File: src/rtl/l2_sync_response.sv
// Registers one completed L2 operation per cycle into the response packet.
// Define L2_SYNC_RESERVATION_EN to enable the per-(core,strand) reservation table for synchronized load/store.

package l2_sync_response_pkg;
    localparam int L2RSP_OP_WIDTH     = 2;
    localparam int STRANDS_PER_CORE   = 4;
    localparam int STRAND_INDEX_WIDTH = 2;
    localparam int UNIT_ID_WIDTH      = 3;
    localparam int L1_WAY_INDEX_WIDTH = 2;
    localparam int L2_ADDR_WIDTH      = 26;
    localparam int CACHE_LINE_BITS    = 512;

    typedef logic [UNIT_ID_WIDTH-1:0] unit_id_t;

    typedef enum logic [L2RSP_OP_WIDTH-1:0] {
        L2RSP_LOAD_ACK    = 2'd0,
        L2RSP_STORE_ACK   = 2'd1,
        L2RSP_DINVALIDATE = 2'd2,
        L2RSP_IINVALIDATE = 2'd3
    } l2rsp_op_t;
endpackage

module l2_sync_response
    import l2_sync_response_pkg::*;
#(
    parameter int NUM_CORES = 1,
    localparam int CORE_ID_WIDTH = (NUM_CORES > 1) ? $clog2(NUM_CORES) : 1,
    localparam int PACKET_BITS = 2 + CORE_ID_WIDTH + UNIT_ID_WIDTH + STRAND_INDEX_WIDTH
                               + L2RSP_OP_WIDTH + NUM_CORES + L1_WAY_INDEX_WIDTH * NUM_CORES
                               + L2_ADDR_WIDTH + CACHE_LINE_BITS
) (
    input  logic                                    clk,
    input  logic                                    reset,
    input  logic                                    rsp_valid_i,
    input  logic [L2RSP_OP_WIDTH-1:0]               rsp_op_i,
    input  logic [CORE_ID_WIDTH-1:0]                rsp_core_i,
    input  logic [UNIT_ID_WIDTH-1:0]                rsp_unit_i,
    input  logic [STRAND_INDEX_WIDTH-1:0]           rsp_strand_i,
    input  logic                                    rsp_synchronized_i,
    input  logic [L2_ADDR_WIDTH-1:0]                rsp_address_i,
    input  logic [CACHE_LINE_BITS-1:0]              rsp_data_i,
    input  logic [L1_WAY_INDEX_WIDTH*NUM_CORES-1:0] rsp_way_i,
    input  logic [NUM_CORES-1:0]                    rsp_update_i,
    output logic [PACKET_BITS-1:0]                  l2rsp_packet,
    output logic                                    pc_event_sync_fail
);

    // Field order (MSB first) is the packet layout seen by consumers.
    typedef struct packed {
        logic                                    valid;
        logic                                    status;
        logic [CORE_ID_WIDTH-1:0]                core;
        unit_id_t                                unit;
        logic [STRAND_INDEX_WIDTH-1:0]           strand;
        logic [L2RSP_OP_WIDTH-1:0]               op;
        logic [NUM_CORES-1:0]                    update;
        logic [L1_WAY_INDEX_WIDTH*NUM_CORES-1:0] way;
        logic [L2_ADDR_WIDTH-1:0]                address;
        logic [CACHE_LINE_BITS-1:0]              data;
    } l2rsp_packet_t;

    l2rsp_packet_t        pkt;
    logic                 status;
    logic                 sync_fail;
    logic [NUM_CORES-1:0] update_out;

`ifdef L2_SYNC_RESERVATION_EN
    localparam int ENTRIES   = NUM_CORES * STRANDS_PER_CORE;
    localparam int IDX_WIDTH = CORE_ID_WIDTH + STRAND_INDEX_WIDTH;

    logic [ENTRIES-1:0]       res_valid;
    logic [ENTRIES-1:0]       res_valid_nxt;
    logic [ENTRIES-1:0]       own_sel;
    logic [ENTRIES-1:0]       addr_match;
    logic [L2_ADDR_WIDTH-1:0] res_addr [ENTRIES];
    logic [IDX_WIDTH-1:0]     own_idx;
    logic                     is_load;
    logic                     is_store;
    logic                     own_hit;
    logic                     set_own;
    logic                     store_ok;

    assign own_idx = {rsp_core_i, rsp_strand_i};

    always_comb begin
        own_sel    = '0;
        addr_match = '0;
        for (int unsigned i = 0; i < ENTRIES; i++) begin
            own_sel[i]    = (IDX_WIDTH'(i) == own_idx);
            addr_match[i] = res_valid[i] && (res_addr[i] == rsp_address_i);
        end
    end

    // Status is decided from the table as it stood before this edge.
    always_comb begin
        is_load   = rsp_valid_i && (rsp_op_i == L2RSP_LOAD_ACK);
        is_store  = rsp_valid_i && (rsp_op_i == L2RSP_STORE_ACK);
        own_hit   = |(own_sel & addr_match);
        set_own   = is_load && rsp_synchronized_i;
        sync_fail = is_store && rsp_synchronized_i && !own_hit;
        store_ok  = is_store && !sync_fail;
        status    = !sync_fail;

        res_valid_nxt = res_valid;
        if (store_ok)
            res_valid_nxt = res_valid_nxt & ~addr_match;
        if (is_store && rsp_synchronized_i)
            res_valid_nxt = res_valid_nxt & ~own_sel;
        if (set_own)
            res_valid_nxt = res_valid_nxt | own_sel;
    end

    always_ff @(posedge clk or posedge reset) begin
        if (reset) begin
            res_valid <= '0;
            for (int unsigned i = 0; i < ENTRIES; i++)
                res_addr[i] <= '0;
        end else begin
            res_valid <= res_valid_nxt;
            for (int unsigned i = 0; i < ENTRIES; i++)
                if (set_own && own_sel[i])
                    res_addr[i] <= rsp_address_i;
        end
    end
`else
    logic sync_unused;

    assign sync_unused = rsp_synchronized_i;
    assign status      = 1'b1;
    assign sync_fail   = 1'b0;
`endif

    assign update_out = sync_fail ? '0 : rsp_update_i;

    always_ff @(posedge clk or posedge reset) begin
        if (reset) begin
            pkt                <= '0;
            pc_event_sync_fail <= 1'b0;
        end else begin
            pkt.valid          <= rsp_valid_i;
            pc_event_sync_fail <= rsp_valid_i && sync_fail;
            if (rsp_valid_i) begin
                pkt.status  <= status;
                pkt.core    <= rsp_core_i;
                pkt.unit    <= rsp_unit_i;
                pkt.strand  <= rsp_strand_i;
                pkt.op      <= rsp_op_i;
                pkt.update  <= update_out;
                pkt.way     <= rsp_way_i;
                pkt.address <= rsp_address_i;
                pkt.data    <= rsp_data_i;
            end
        end
    end

    assign l2rsp_packet = pkt;

endmodule

File: config.mk
export PLATFORM = sky130hd
export DESIGN_NAME = l2_sync_response
export DESIGN_NICKNAME = d
export VERILOG_FILES = /design/src/rtl/l2_sync_response.sv
export SDC_FILE = /design/constraint.sdc
export NUM_CORES = 1
export LEC_CHECK = 0
export BUFFER_PORTS_ARGS = -buffer_cell sky130_fd_sc_hd__buf_4
export CAP_MARGIN = 25
export CORE_AREA = 2 2 426 428
export CTS_BUF_LIST = sky130_fd_sc_hd__clkbuf_4
export DETAILED_ROUTE_END_ITERATION = 7
export DIE_AREA = 0 0 428 430
export GPL_TIMING_DRIVEN = 0
export RECOVER_POWER = 25
export SLEW_MARGIN = 20
export SYNTH_ARGS = -nofsm -noshare
export SYNTH_HDL_FRONTEND = slang
export SYNTH_SLANG_ARGS = --single-unit
File: constraint.sdc
create_clock -name clk -period 17.05 [get_ports clk]
set_input_delay 0.8525 -clock clk [delete_from_list [all_inputs] [get_ports clk]]
set_output_delay 0.8525 -clock clk [all_outputs]
set_load 0.1 [all_outputs]
==> impl_metrics.ini, run 1 <==
[outcome]
status = finished, violations left
violations = max-capacitance violations, max-slew violations

[grt]
antenna_found_initial = 63
grt_max_degree = 100
track_usage_pct = 14.75
grt_pass1_vias = 19900
grt_pass1_wl_mm = 182.9
gr-total-overflow = 0

[final_layout]
syn2layout_area_growth_pct = 91.98
nets = 3551
multiInputGateArea_mm2 = 0.006192
ff_latch_area_mm2 = 0.01379
n_fill_cell = 19190
largest_reg_flops = 551
final_cells = 5527
drive_gt1_share_pct = 62.95

[floorplanning]
core_area_mm2 = 0.1798
initial_core_util_pct = 11.49
rows = 156
pin_count = 1105
dieWidth_um = 428
fp.dieH_um = 430
die_area_mm2 = 0.1840

[min_path]
min_from = rsp_data_i[316]
min_path_cells = 3
hold_class = input pin to flop
min_to = l2rsp_packet[316]

[worst_setup_path]
r2r_start = l2rsp_packet[480]
crit_type = input pin to asynchronous set/reset pin
cp.arrival_ns = 7.46
worst_path_max_delay_cell = clkbuf_1
crit_path_end_kind = asynchronous set/reset pin
worstPathCellList = dlygate4sd3_1 -> clkbuf_4 -> clkinvlp_2 -> clkbuf_1
r2r_setup_slack_ns = 16.09
critical_path_peak_fanout = 90
reg2reg_depth = 1
reg2reg_to = l2rsp_packet[480]
max_stage_delay_ns = 3.85
worstPathRequired_ns = 17.03
setup.worst_path.start = reset
worstSetupStartpointType = input pin

[cts]
cts_buffers = 172
cts.sinks = 551
clk_pin_slew_ns = 0.06
root_buffer = clkbuf_4
clockBufferDepth = 3
htreeDepth = 4
cts_tree = yes
cts_resized = 0
worstSkewPairLatency_ns = 1.17

[power]
p_clk_share_pct = 29.2
combPwrFrac_pct = 38.0
leakagePower_uw = 0.01781
powerDensity_mw_per_mm2 = 117.8
p_switching_uw = 2098
p_seq_share_pct = 32.8
ir_drop_mv = 0.06870
internal_power_uw = 2573
p_sw_share_pct = 44.92

[sta]
finalHoldViolations = 0
setup_viol = 0
period_share_pct = 43.86
final_max_slew_viol_count = 346
slew_headroom_pct = -256.2
finalClockSkew_ns = 0
fin_ws_ns = 9.571
period_needed_ns = 7.479
rsz0062_at_grt = false
fmax_ghz = 0.1337
worst_pin_slew_ns = 5.343
finalSetupTns_ns = 0

[place]
place_hpwl_mm = 114.7
post-place-ws_ns = 14.27
place.gp.congestion = 0.9489
io_buffer_count = 1102
dp_cells = 4643

[route]
vias = 18420
drt_pass1_iterations = 5
viasPerCell = 3.333
drc_errors = 0
drt_iter0_drc = 769
totalWireLength_mm = 138.9
wl_per_cell_um = 25.12
ant_nets = 0

[synthesis]
ys_seq_area_share_pct = 66.78
synth-warning-count = 0
netlist_area_mm2 = 0.02065
synth_cell_type_count = 8
synth.avg_cell_area_um2 = 17.72
syn_inst = 1165
ys_ff_latch = 551
synth_nets = 1718

[run]
maxCapViolCount = 5
-- final cells by class --
cell class                      count  area share, %
Tap cell                         2370          7.481
Multi-Input combinational cell    551          15.62
Clock inverter                     55         0.8175
Buffer                             62          1.436
Clock buffer                      244          4.621
Antenna cell                       34         0.2146
Inverter                            1        0.01263
Timing Repair Buffer             1659          35.01
Sequential cell                   551          34.78
-- cell families (layout without fill, tap and decap cells) --
| group | count (synthesis) | after routing | synth area share [%] |
|---|---|---|---|
| simple gates | 1 | 1 | 0.03032 |
| buf+inv | 63 | 2021 | 3.230 |
| flops | 551 | 551 | 66.78 |
| mux | 549 | 549 | 29.94 |
| other cells | 1 | 35 | 0.01816 |
-- routing by layer --
layer  GRT usage (%)  routed length (um)  up-vias
met2           24.15               66770      875
met1           18.23               57390     9369
li1                -                   -     7950
met3           4.276                9900      203
met5               0                 152        -
met4           5.674                4644       24
-- critical path: cells and delay by family --
family | cells | cell delay, ns
buffers and inverters | 4 | 6.47
-- cell usage after synthesis --
library cell	count	area [um^2]
buf_2	5	25.02
buf_4	1	7.510
buf_6	56	630.6
conb_1	1	3.750
dfrtp_1	551	13790
inv_1	1	3.750
mux2_2	549	6182
or2_2	1	6.260
-- worst max path at each step --
stage	slack (ns)	endpoint
CTS	13.87	l2rsp_packet[480]
global route	8.22	l2rsp_packet[111]
floorplan	0.79	l2rsp_packet[0]
global placement	-8.03	l2rsp_packet[526]
detailed placement	14.27	l2rsp_packet[535]
finish	9.57	l2rsp_packet[111]
-- repair_timing --
item                      CTS  global route
buffers inserted            0             0
hold endpoints to repair  618             0
hold buffers              551             0
-- through the flow --
stage               power [uW]  hold slack [ns]  util [%]  instance area, um^2
floorplan                 2681           0.8839         -                20650
global placement          3223           0.4581     17.74                31890
detailed placement        3230           0.4563     17.83                32060
CTS                       4772          0.09948     22.10                39730
global route              4862           0.2548     22.03                39610
finish                    4670           0.4251     22.05                39640
-- layout by cell type, fill, tap and decap left out, drive strengths merged --
cell | Yosys | layout
bufinv | 0 | 1
conb | 1 | 1
dfrtp | 551 | 551
clkbuf | 0 | 264
inv | 1 | 6
diode | 0 | 34
dlygate4sd3 | 0 | 551
buf | 62 | 1150
clkinvlp | 0 | 3
clkinv | 0 | 46
mux2 | 549 | 549
or2 | 1 | 1
-- power by group through the flow --
stage                     Combinational (uW)  Clock [uW]  Sequential, uW
after global placement                  1670           0            1550
after detailed placement                1680           0            1550
after CTS                               1800        1450            1530
final                                   1770        1370            1530
after global routing                    1810        1500            1550
after floorplan                          189           0            2490
No activity file was read; power rests on OpenSTA's default activity.
==> run 2, diff against run 1 <==
==> constraint.sdc (replaced) <==
create_clock -name clk -period 6.42 [get_ports clk]
set_input_delay 0.321 -clock clk [delete_from_list [all_inputs] [get_ports clk]]
set_output_delay 0.321 -clock clk [all_outputs]
set_load 0.1 [all_outputs]
==> run 2 against run 1 <==
Compared with the run above:
- the flow now stops in clock tree synthesis
- synthesized cell count stayed put
- area after synthesis stayed put
==> impl_metrics.ini, run 2 <==
[synthesis]
synth.largest_area_cell = dfrtp_1
synth-warning-count = 0
syn_inst = 1165
synth_edf_count = 0
yosysTopAreaCellShare_pct = 66.78
synth_common_cells = dfrtp_1, mux2_2, buf_6
ys_seq_area_share_pct = 66.78
synth_area_leaders = dfrtp_1, mux2_2, buf_6, buf_2, buf_4
synth_nets = 1718
synth_ff_type = dfrtp_1
synth.avg_cell_area_um2 = 17.72
ys_ff_latch = 551
async_flop_share_pct = 100.0
synth_cell_type_count = 8
netlist_area_mm2 = 0.02065
synth.most_common_cell = dfrtp_1

[floorplanning]
rows = 156
fp.dieH_um = 430
initial_core_util_pct = 11.49
dieWidth_um = 428
pin_count = 1105

[place]
io_buffer_count = 1102
place.gp.congestion = 0.9122
dp_cells = 4659
place_area_mm2 = 0.03236
post-place-ws_ns = 4.198
place_hpwl_mm = 119.6

[outcome]
tool.error = [ERROR RSZ-0060] Max buffer count reached.
stop_stage = clock tree synthesis
status = aborted with a tool error

[cts]
cts.hold.buffers_added = 990
root_buffer = clkbuf_4
htreeDepth = 4
clockBufferDepth = 3
cts_resized = 0
cts.sinks = 551
cts_buffers = 169
cts_post_setup_buffers_inserted = 0
run 2: stage by stage:
stage	hold WS, ns	TNS (ns)
3_5_place_dp	0.3220	0
3_3_place_gp	0.4648	-3106.05
2_1_floorplan	0.3524	-770.76
run 2: logic make-up after synthesis:
group / share of synthesized area (%)
AND/OR/NAND/NOR: 0.03032
flip-flops: 66.78
multiplexers: 29.94
buffers and inverters: 3.230
other: 0.01816
==> run 3, diff against run 2 <==
--- a/config.mk
+++ b/config.mk
@@ -8,10 +8,10 @@
 export BUFFER_PORTS_ARGS = -buffer_cell sky130_fd_sc_hd__buf_4
 export CAP_MARGIN = 25
 export CORE_AREA = 2 2 426 428
-export CTS_BUF_LIST = sky130_fd_sc_hd__clkbuf_4
 export DETAILED_ROUTE_END_ITERATION = 7
 export DIE_AREA = 0 0 428 430
 export GPL_TIMING_DRIVEN = 0
+export PLACE_DENSITY_LB_ADDON = 0.15
 export RECOVER_POWER = 25
 export SLEW_MARGIN = 20
 export SYNTH_ARGS = -nofsm -noshare
==> constraint.sdc (replaced) <==
create_clock -name clk -period 8.3 [get_ports clk]
set_input_delay 0.415 -clock clk [delete_from_list [all_inputs] [get_ports clk]]
set_output_delay 0.415 -clock clk [all_outputs]
set_load 0.1 [all_outputs]
==> run 3 against run 2 <==
Compared with the run above:
- the flow now finishes, with violations (max-capacitance violations, max-slew violations)
==> impl_metrics.ini, run 3 (synthesis gave the netlist of run 1 again) <==
[outcome]
status = finished, violations left
violations = max-capacitance violations, max-slew violations

[floorplanning]
pin_count = 1105
dieWidth_um = 428
initial_core_util_pct = 11.49
rows = 156
core_area_mm2 = 0.1798
fp.dieH_um = 430
die_area_mm2 = 0.1840

[sta]
finalClockSkew_ns = 0
rsz0062_at_grt = false
slew_headroom_pct = -14.22
fin_ws_ns = 3.826
worst_pin_slew_ns = 1.713
finalHoldViolations = 0
period_needed_ns = 4.474
whs_ns = 0.4355
final_max_slew_viol_count = 53
fmax_ghz = 0.2235
setup_viol = 0
period_share_pct = 53.91

[worst_setup_path]
max_stage_delay_ns = 0.83
endpoint = l2rsp_packet[476]
worstSetupStartpointType = input pin
setup.worst_path.start = reset
r2r_setup_slack_ns = 7.39
worstPathRequired_ns = 9.18
r2r_start = l2rsp_packet[471]
crit_path_end_kind = asynchronous set/reset pin
reg2reg_to = l2rsp_packet[471]
cp_common_cell = buf_12
cp.arrival_ns = 5.35
crit_type = input pin to asynchronous set/reset pin
worst_path_max_delay_cell = clkbuf_1
critical_path_peak_fanout = 28
worstPathCellList = dlygate4sd3_1 -> clkbuf_4 -> clkinvlp_2 -> clkbuf_1 -> clkbuf_1 -> buf_12 -> buf_12 -> buf_12 -> buf_16 -> buf_12 -> buf_12 -> buf_16 -> buf_12 -> buf_12
reg2reg_depth = 1

[route]
drt_pass1_iterations = 4
vias = 16840
drc_errors = 0
wl_met3_mm = 6.760
drt-met1-wl_mm = 36.65
met2_length_mm = 49.94
wl_per_cell_um = 18.07
routed.top_layer = met5
totalWireLength_mm = 96.82
viasPerCell = 3.144
ant_nets = 0
drt_iter0_drc = 456

[cts]
cts.sinks = 551
worstSkewPairLatency_ns = 0.68
clk_pin_slew_ns = 0.06
htreeDepth = 3
cts_tree = yes
cts_resized = 0
root_buffer = clkbuf_16
cts_post_setup_buffers_inserted = 0
clockBufferDepth = 3
cts.hold.buffers_added = 551
cts_buffers = 78

[place]
place_hpwl_mm = 76.23
post-place-ws_ns = 4.947
io_buffer_count = 1102
place.gp.congestion = 0.7683

[power]
leakagePower_uw = 0.01784
ir_drop_mv = 0.1295
powerDensity_mw_per_mm2 = 248.9

[final_layout]
nets = 3474
utilization_pct = 22.32
multiInputGateArea_mm2 = 0.006192
largest_reg_flops = 551
n_fill_cell = 19450
ff_latch_area_mm2 = 0.01379
final_cell_mix = buf_4, dlygate4sd3_1, dfrtp_1
drive_gt1_share_pct = 60.74
final_common_cell = buf_4
syn2layout_area_growth_pct = 94.37

[grt]
grt_pass1_vias = 18940
antenna_found_initial = 7
gr-total-overflow = 0
grt_max_degree = 29
track_usage_pct = 10.32
grt_pass1_wl_mm = 137.9

[run]
maxCapViolCount = 2

[min_path]
hold_class = input pin to asynchronous set/reset pin
==> run 3: power breakdown <==
| part | total [uW] | internal (uW) | switching [uW] |
|---|---|---|---|
| Combinational | 3470 | 937 | 2530 |
| Sequential | 3110 | 2960 | 154 |
| Clock | 3410 | 2040 | 1370 |
| Total | 9990 | 5930 | 4060 |
==> run 3: through the flow <==
step	cell area (um^2)	instances	TNS (ns)	total power, uW
final	40130	5357	0	9989
after global routing	40130	5355	0	10400
after CTS	40470	5353	0	10240
after detailed placement	32380	4660	0	6460
after global placement	31890	4637	-2736.96	6445
after floorplan	20650	1165	0	5509
==> run 3: cell type report <==
cell class / count / area share, %
inverters: 1 / 0.01247
multi-input cells: 551 / 15.43
repair buffers: 1676 / 35.30
flip-flops and latches: 551 / 34.36
well taps: 2370 / 7.389
plain buffers: 62 / 1.082
clock inverters: 19 / 0.6672
clock buffers: 123 / 5.740
diodes: 4 / 0.02494
==> run 3: how the worst min path moves through the flow <==
stage                                  from                end  cells past startpoint
final                                 reset  l2rsp_packet[270]                      3
after global routing            rsp_valid_i  l2rsp_packet[550]                      2
after CTS                             reset  l2rsp_packet[270]                      3
after detailed placement  l2rsp_packet[549]  l2rsp_packet[549]                      1
after global placement    l2rsp_packet[549]  l2rsp_packet[549]                      1
after floorplan                 rsp_valid_i  l2rsp_packet[550]                      0
==> run 3: metal layers <==
layer	GRT usage, %	vias up
li1	-	7663
met1	11.21	8401
met2	18.15	634
met3	3.463	139
met4	4.587	4
met5	0	-
==> run 3: critical path, delay by kind of cell <==
family   cells  cell delay (ns)
buf+inv     14             4.81
